## config.mk

```make
export PLATFORM = sky130hd
export DESIGN_NAME = spi_tx_feeder_flat
export DESIGN_NICKNAME = d
export VERILOG_FILES = /design/src/rtl/spi_pkg.sv /design/src/rtl/spi_tx_feeder_if.sv /design/src/rtl/sync_fifo.sv /design/src/rtl/spi_tx_feeder.sv /design/src/flat_wrapper.sv
export SDC_FILE = /design/constraint.sdc
export NUM_CORES = 1
export LEC_CHECK = 0
export ABC_CLOCK_PERIOD_IN_PS = 5100
export CAP_MARGIN = 10
export CORE_MARGIN = 10
export CORE_UTILIZATION = 58
export CTS_CLUSTER_DIAMETER = 120
export CTS_CLUSTER_SIZE = 14
export DETAILED_ROUTE_END_ITERATION = 10
export PLACE_DENSITY = 0.89
export SYNTH_ARGS = -nofsm -noshare
export SYNTH_HDL_FRONTEND = slang
export SYNTH_SLANG_ARGS = --single-unit
export TNS_END_PERCENT = 100
```

## constraint.sdc

```tcl
create_clock -name clk -period 5.1 [get_ports clk]
set_clock_uncertainty 0.05 [all_clocks]
set_input_delay 1.53 -clock clk [delete_from_list [all_inputs] [get_ports clk]]
set_output_delay 1.53 -clock clk [all_outputs]
set_load 0.02 [all_outputs]
```

## src/rtl/spi_pkg.sv

```systemverilog
// Shared SPI constants, feeder FSM encoding and a counter-width helper.
// Pure declarations: no latency, no flow control.
package spi_pkg;

   localparam int SPI_BYTE_W           = 8;
   localparam int SPI_GAP_CLKS_DEF     = 16;
   localparam int SPI_TIMEOUT_CLKS_DEF = 4096;

   typedef logic [SPI_BYTE_W-1:0] spi_byte_t;

   typedef enum logic [2:0] {
      FEED_IDLE,
      FEED_START,
      FEED_WAIT_ACK,
      FEED_WAIT_DONE,
      FEED_GAP
   } feed_state_e;

   // Bits needed to hold 0..max_val, never less than one.
   function automatic int cnt_w(input int max_val);
      return (max_val < 2) ? 1 : $clog2(max_val + 1);
   endfunction

endpackage

```

## src/rtl/spi_tx_feeder_if.sv

```systemverilog
// Producer-side queue port plus the spi_master control lines of the feeder.
// slave = the feeder itself, master = whoever pushes bytes and models the SPI master.
interface spi_tx_feeder_if #(
   parameter int DEPTH = 8
);
   import spi_pkg::*;

   localparam int AW = $clog2(DEPTH);

   logic      wr_en;
   spi_byte_t wr_data;
   logic      full;
   logic      empty;
   logic [AW:0] count;
   logic      overflow;
   logic      timeout;
   logic      clr_flags;
   logic      busy;
   spi_byte_t spi_tx_data;
   logic      spi_start_tx;
   logic      spi_tx_done;

   modport slave (
      input  wr_en, wr_data, clr_flags, spi_tx_done,
      output full, empty, count, overflow, timeout, busy, spi_tx_data, spi_start_tx
   );

   modport master (
      output wr_en, wr_data, clr_flags, spi_tx_done,
      input  full, empty, count, overflow, timeout, busy, spi_tx_data, spi_start_tx
   );

endinterface

```

## src/rtl/sync_fifo.sv

```systemverilog
// Single-clock FIFO with explicit occupancy count; head word is read combinationally.
// Registered full/empty/count one clock after push/pop; push while full and pop while empty are ignored.
module sync_fifo #(
   parameter int DEPTH = 8,
   parameter int WIDTH = 8
) (
   input  logic                     clk,
   input  logic                     reset,
   input  logic                     push_vld,
   input  logic [WIDTH-1:0]         push_dat,
   input  logic                     pop_vld,
   output logic [WIDTH-1:0]         pop_dat,
   output logic                     full,
   output logic                     empty,
   output logic [$clog2(DEPTH):0]   count
);

   localparam int AW = $clog2(DEPTH);

   logic [WIDTH-1:0] mem_q [DEPTH];
   logic [AW-1:0]    wr_ptr_q, wr_ptr_d;
   logic [AW-1:0]    rd_ptr_q, rd_ptr_d;
   logic [AW:0]      count_q, count_d;
   logic             full_q, full_d;
   logic             empty_q, empty_d;
   logic             push_acc, pop_acc;

   assign push_acc = push_vld && !full_q;
   assign pop_acc  = pop_vld && !empty_q;

   always_comb begin
      wr_ptr_d = wr_ptr_q;
      rd_ptr_d = rd_ptr_q;
      count_d  = count_q;
      if (push_acc) wr_ptr_d = wr_ptr_q + AW'(1);
      if (pop_acc)  rd_ptr_d = rd_ptr_q + AW'(1);
      if (push_acc && !pop_acc)
         count_d = count_q + (AW+1)'(1);
      else if (!push_acc && pop_acc)
         count_d = count_q - (AW+1)'(1);
      full_d  = (count_d == (AW+1)'(DEPTH));
      empty_d = (count_d == '0);
   end

   always_ff @(posedge clk or negedge reset) begin
      if (!reset) begin
         wr_ptr_q <= '0;
         rd_ptr_q <= '0;
         count_q  <= '0;
         full_q   <= 1'b0;
         empty_q  <= 1'b1;
      end else begin
         wr_ptr_q <= wr_ptr_d;
         rd_ptr_q <= rd_ptr_d;
         count_q  <= count_d;
         full_q   <= full_d;
         empty_q  <= empty_d;
      end
   end

   // Storage is deliberately left out of reset.
   always_ff @(posedge clk) begin
      if (push_acc) mem_q[wr_ptr_q] <= push_dat;
   end

   assign pop_dat = mem_q[rd_ptr_q];
   assign full    = full_q;
   assign empty   = empty_q;
   assign count   = count_q;

endmodule

```

## src/rtl/spi_tx_feeder.sv

```systemverilog
// Byte queue and one-frame-at-a-time sequencer in front of spi_master, with inter-frame gap and timeout.
// Write to start_tx pulse is 2 clocks; producers are never stalled (full/overflow only), the master paces via tx_done.
module spi_tx_feeder
   import spi_pkg::*;
#(
   parameter int DEPTH        = 8,
   parameter int GAP_CLKS     = SPI_GAP_CLKS_DEF,
   parameter int TIMEOUT_CLKS = SPI_TIMEOUT_CLKS_DEF
) (
   input  logic            clk,
   input  logic            reset,
   spi_tx_feeder_if.slave  bus
);

   localparam int AW = $clog2(DEPTH);
   localparam int GW = cnt_w(GAP_CLKS);
   localparam int TW = cnt_w(TIMEOUT_CLKS);
   localparam logic [GW-1:0] GAP_LOAD = GW'(GAP_CLKS);
   localparam logic [TW-1:0] TO_LAST  = TW'(TIMEOUT_CLKS - 1);

   feed_state_e   state_q, state_d;
   spi_byte_t     tx_data_q, tx_data_d;
   logic          start_tx_q, start_tx_d;
   logic          busy_q, busy_d;
   logic          overflow_q, overflow_d;
   logic          timeout_q, timeout_d;
   logic [GW-1:0] gap_cnt_q, gap_cnt_d;
   logic [TW-1:0] to_cnt_q, to_cnt_d;

   logic          pop_vld;
   spi_byte_t     head_dat;
   logic          fifo_full, fifo_empty;
   logic [AW:0]   fifo_count;
   logic          frame_end, timeout_evt;

   sync_fifo #(
      .DEPTH (DEPTH),
      .WIDTH (SPI_BYTE_W)
   ) u_fifo (
      .clk      (clk),
      .reset    (reset),
      .push_vld (bus.wr_en),
      .push_dat (bus.wr_data),
      .pop_vld  (pop_vld),
      .pop_dat  (head_dat),
      .full     (fifo_full),
      .empty    (fifo_empty),
      .count    (fifo_count)
   );

   always_comb begin
      state_d     = state_q;
      tx_data_d   = tx_data_q;
      start_tx_d  = 1'b0;
      gap_cnt_d   = gap_cnt_q;
      to_cnt_d    = to_cnt_q;
      pop_vld     = 1'b0;
      frame_end   = 1'b0;
      timeout_evt = 1'b0;

      case (state_q)
         FEED_IDLE: begin
            if (!fifo_empty) begin
               pop_vld    = 1'b1;
               tx_data_d  = head_dat;
               start_tx_d = 1'b1;
               state_d    = FEED_START;
            end
         end
         FEED_START: begin
            to_cnt_d = '0;
            state_d  = FEED_WAIT_ACK;
         end
         // Progress wins over a timeout landing in the same cycle.
         FEED_WAIT_ACK: begin
            if (!bus.spi_tx_done) begin
               to_cnt_d = to_cnt_q + TW'(1);
               state_d  = FEED_WAIT_DONE;
            end else if (to_cnt_q >= TO_LAST) begin
               timeout_evt = 1'b1;
            end else begin
               to_cnt_d = to_cnt_q + TW'(1);
            end
         end
         FEED_WAIT_DONE: begin
            if (bus.spi_tx_done)
               frame_end = 1'b1;
            else if (to_cnt_q >= TO_LAST)
               timeout_evt = 1'b1;
            else
               to_cnt_d = to_cnt_q + TW'(1);
         end
         FEED_GAP: begin
            gap_cnt_d = gap_cnt_q - GW'(1);
            if (gap_cnt_q <= GW'(1)) state_d = FEED_IDLE;
         end
         default: state_d = FEED_IDLE;
      endcase

      // A completed or abandoned byte both lead into the idle gap.
      if (frame_end || timeout_evt) begin
         if (GAP_CLKS == 0) begin
            state_d = FEED_IDLE;
         end else begin
            state_d   = FEED_GAP;
            gap_cnt_d = GAP_LOAD;
         end
      end

      busy_d     = (state_d != FEED_IDLE);
      overflow_d = (bus.wr_en && fifo_full) ? 1'b1 : (bus.clr_flags ? 1'b0 : overflow_q);
      timeout_d  = timeout_evt ? 1'b1 : (bus.clr_flags ? 1'b0 : timeout_q);
   end

   always_ff @(posedge clk or negedge reset) begin
      if (!reset) begin
         state_q    <= FEED_IDLE;
         tx_data_q  <= '0;
         start_tx_q <= 1'b0;
         busy_q     <= 1'b0;
         overflow_q <= 1'b0;
         timeout_q  <= 1'b0;
         gap_cnt_q  <= '0;
         to_cnt_q   <= '0;
      end else begin
         state_q    <= state_d;
         tx_data_q  <= tx_data_d;
         start_tx_q <= start_tx_d;
         busy_q     <= busy_d;
         overflow_q <= overflow_d;
         timeout_q  <= timeout_d;
         gap_cnt_q  <= gap_cnt_d;
         to_cnt_q   <= to_cnt_d;
      end
   end

   assign bus.full         = fifo_full;
   assign bus.empty        = fifo_empty;
   assign bus.count        = fifo_count;
   assign bus.overflow     = overflow_q;
   assign bus.timeout      = timeout_q;
   assign bus.busy         = busy_q;
   assign bus.spi_tx_data  = tx_data_q;
   assign bus.spi_start_tx = start_tx_q;

endmodule

```

## src/flat_wrapper.sv

```systemverilog
// flat-port wrapper written by rule: the top's interface ports become plain ports
module spi_tx_feeder_flat import spi_pkg::*;
#(
   parameter int DEPTH        = 8,
   parameter int GAP_CLKS     = SPI_GAP_CLKS_DEF,
   parameter int TIMEOUT_CLKS = SPI_TIMEOUT_CLKS_DEF
)
  (clk, reset, bus_wr_en, bus_wr_data, bus_clr_flags, bus_spi_tx_done, bus_full, bus_empty, bus_count, bus_overflow, bus_timeout, bus_busy, bus_spi_tx_data, bus_spi_start_tx);
  spi_tx_feeder_if #(.DEPTH(DEPTH)) bus_i ();
  input  logic clk;
  input  logic reset;
  input wire logic [$bits(bus_i.wr_en)-1:0] bus_wr_en;
  input wire logic [$bits(bus_i.wr_data)-1:0] bus_wr_data;
  input wire logic [$bits(bus_i.clr_flags)-1:0] bus_clr_flags;
  input wire logic [$bits(bus_i.spi_tx_done)-1:0] bus_spi_tx_done;
  output wire logic [$bits(bus_i.full)-1:0] bus_full;
  output wire logic [$bits(bus_i.empty)-1:0] bus_empty;
  output wire logic [$bits(bus_i.count)-1:0] bus_count;
  output wire logic [$bits(bus_i.overflow)-1:0] bus_overflow;
  output wire logic [$bits(bus_i.timeout)-1:0] bus_timeout;
  output wire logic [$bits(bus_i.busy)-1:0] bus_busy;
  output wire logic [$bits(bus_i.spi_tx_data)-1:0] bus_spi_tx_data;
  output wire logic [$bits(bus_i.spi_start_tx)-1:0] bus_spi_start_tx;
  assign bus_i.wr_en = bus_wr_en;
  assign bus_i.wr_data = bus_wr_data;
  assign bus_i.clr_flags = bus_clr_flags;
  assign bus_i.spi_tx_done = bus_spi_tx_done;
  assign bus_full = bus_i.full;
  assign bus_empty = bus_i.empty;
  assign bus_count = bus_i.count;
  assign bus_overflow = bus_i.overflow;
  assign bus_timeout = bus_i.timeout;
  assign bus_busy = bus_i.busy;
  assign bus_spi_tx_data = bus_i.spi_tx_data;
  assign bus_spi_start_tx = bus_i.spi_start_tx;
  spi_tx_feeder #(.DEPTH(DEPTH), .GAP_CLKS(GAP_CLKS), .TIMEOUT_CLKS(TIMEOUT_CLKS)) u_core (.clk(clk), .reset(reset), .bus(bus_i));
endmodule
```

==> out/metrics.yaml <==
sta:
  report.final.slew_viol_count: 0
  hold_viol: 0
  max_clock_freq_mhz: 283
  rsz0062_at_grt: "false"
  post-route-min-period_ns: 3.54
  period_share_pct: 69.3
  setup_viol: 0
  worst_pin_slew_ns: 1.15
  fin_setup_tns_ns: 0
  slew_headroom_pct: 22.5
logic_synthesis:
  avgSynthCellArea_um2: 13.5
  synth_edf_count: 64
  synth_top_area_share_pct: 39.9
  synth_area_leaders: "edfxtp_1, dfrtp_1, mux4_2"
  ys_seq_area_share_pct: 63.3
  synth_xor_area_share_pct: 2.00
  synthArstFlopShare_pct: 41.3
  synth_ff_type: "edfxtp_1"
  synth.distinct_cells: 55
  yosys.area_share.simple_pct: 12.6
  synthMuxAreaShare_pct: 9.82
  netlist_area_mm2: 0.00481
  ys_seq_elements: 109
  synth_top_area_cell: "edfxtp_1"
  ys_warn_count: 0
  syn_nets: 377
  synth_fa_ha_area_share_pct: 2.26
  synth-compound-area-share_pct: 7.54
  synth_top_family_by_area: "simple AND/OR/NAND/NOR gates"
  synthCells: 357
power:
  leakage_uw: 0.00193
  p_per_area_mw_per_mm2: 561
  ir_drop_v: 0.000245
route:
  top_layer_used: "met4"
  post_drt_wl_per_cell_um: 20.5
  viasPerCell: 6.27
  wl_um: 10100
  via_count: 3093
  drt-met1-wl_um: 4140
  antenna_left: 0
  wl_met2_um: 5220
  firstDrtPassIters: 4
  drcViolationCount: 0
  wl_met3_um: 498
  drt_iter0_drc: 218
cts:
  post_cts.repair.setup_buffers: 0
  cts-hold-fix-buffers: 0
  clk_latency_ns: 0.38
  cts_inserted_buffers: 9
  clk_pin_slew_ns: 0.10
  root_buffer: "clkbuf_8"
  clock_path_buffers: 2
  cts_tree: "built"
  ctsResizeCount: 0
  cts_sinks: 109
  htree_levels: 3
layout:
  drive_gt1_share_pct: 10.6
  final_util_pct: 66.0
  n_antenna_cell: 0
  nets: 403
  fill_cells: 561
  synthToLayoutAreaGrowth_pct: 11.5
job:
  drv_cap: 0
floorplan:
  row_count: 33
  die_x_um: 111
  start_util_pct: 59.2
  die-area_mm2: 0.0123
  ios: 31
  core_area_mm2: 0.00813
  fp.dieH_um: 111
global_route:
  grt_max_degree: 46
  grt_antenna_before_repair: 0
  grt_pass1_vias: 3100
  grt_usage_pct: 16.5
  gr-total-overflow: 0
  grt_pass1_wl_um: 16600
worst_setup_path:
  critPathArrivalTime_ns: 3.48
  critPathRequiredTime_ns: 5.05
  critPathSlowestCell: "nor3_1"
  critPathLaunchType: "primary input"
  slowest_delay_ns: 0.90
  critPathMaxFanout: 8
  critical_path_class: "primary input to flip-flop"
  end_kind: "flip-flop"
  crit_family: "simple AND/OR/NAND/NOR gates"
  crit_chain: "clkdlybuf4s50_1 > nor2b_1 > nand2b_1 > nor3_1"
  path_buf_inv: 1
status:
  status: "finished, final reports clean"
placement:
  hpwl_um: 6890
  place.gp.congestion: 0.923
  io_buffers: 30
hold_path:
  min_path_type: "flip-flop to flip-flop"
## placed cells by master (no fill, tap or decap), types with 3 or more instances in the layout
cell / Yosys / layout
nand2b_1: 8 / 8
and3_1: 5 / 5
clkdlybuf4s50_1: 0 / 29
nand2_1: 26 / 26
inv_1: 14 / 14
and2_1: 3 / 3
nor3_1: 7 / 7
nor2_1: 29 / 29
xor2_1: 3 / 3
mux4_2: 16 / 16
a31oi_1: 5 / 5
dfrtp_1: 44 / 44
nand3_1: 13 / 13
nor4_1: 5 / 5
o41ai_1: 4 / 4
mux2i_1: 9 / 9
xnor2_1: 8 / 8
ha_1: 7 / 7
nand4_1: 6 / 6
o21ai_0: 11 / 11
edfxtp_1: 64 / 64
a21oi_1: 16 / 16
clkbuf_8: 0 / 9
## Yosys cell counts (all sizes together) (7+ instances only)
library cell  number
mux4              16
nor3               7
dfrtp             44
nand2b             8
clkbuf            11
nand3             14
edfxtp            64
nor2              30
a21oi             16
nand2             26
mux2i              9
inv               14
xnor2              8
ha                 7
o21ai             11
## cell families after synthesis
family          count (synthesis)
fa+ha+maj                       9
compound gates                 55
flops                         109
xor+xnor                       11
mux                            27
simple gates                  116
buf+inv                        30
## registers in the layout (all words and copies together), names as in the netlist, 3 cells and up
register / cells
u_core.bus.spi_tx_data: 8
u_core.to_cnt_q: 13
u_core.u_fifo.wr_ptr_q: 3
u_core.u_fifo.mem_q: 64
u_core.u_fifo.rd_ptr_q: 3
u_core.u_fifo.count: 4
u_core.gap_cnt_q: 5
u_core.state_q: 3
## final cells by class
class / instances / area [um^2] / share of cell area, %
multi-input cells: 218 / 1650 / 30.7
well taps: 105 / 131 / 2.45
flip-flops and latches: 109 / 3050 / 56.8
clock inverters: 6 / 55.1 / 1.03
clock buffers: 10 / 128 / 2.38
inverters: 14 / 52.6 / 0.979
repair buffers: 31 / 303 / 5.64
## power breakdown
part	total, uW	internal [uW]	switching (uW)
combinational	1090	511	577
clock	494	189	306
sequential	1430	1160	274
## metrics by stage
step / power (uW) / cells / hold slack, ns / setup slack, ns / area [um^2]
floorplan: 2150 / 357 / 0.407 / 2.14 / 4810
global placement: 2460 / 477 / 0.436 / 1.36 / 5180
detailed placement: 2530 / 477 / 0.450 / 1.17 / 5180
CTS: 3020 / 493 / 0.467 / 1.55 / 5370
global route: 3190 / 493 / 0.491 / 1.38 / 5370
finish: 3010 / 493 / 0.464 / 1.56 / 5370
## final timing paths
path / slack, ns / start / to / depth (start not counted)
setup / recovery: 1.56 / bus_wr_en / u_core.u_fifo.mem_q[0][7] / 4
hold / removal: 0.46 / u_core.u_fifo.count[3] / u_core.u_fifo.count[3] / 1
setup reg to reg: 2.67 / u_core.state_q[1] / u_core.to_cnt_q[6] / 5
hold reg to reg: 0.46 / u_core.u_fifo.count[3] / u_core.u_fifo.count[3] / 1
max in group asynchronous: 3.11 / reset / u_core.bus.spi_tx_data[6] / 1
min in group asynchronous: 1.26 / reset / u_core.to_cnt_q[12] / 1
## per-layer routing
metal	global-route usage, %	vias to the layer above
met5	0	-
li1	-	1400
met4	6.68	0
met2	27.9	106
met1	20.8	1570
met3	2.60	17
No activity file was read; power rests on OpenSTA's default activity.
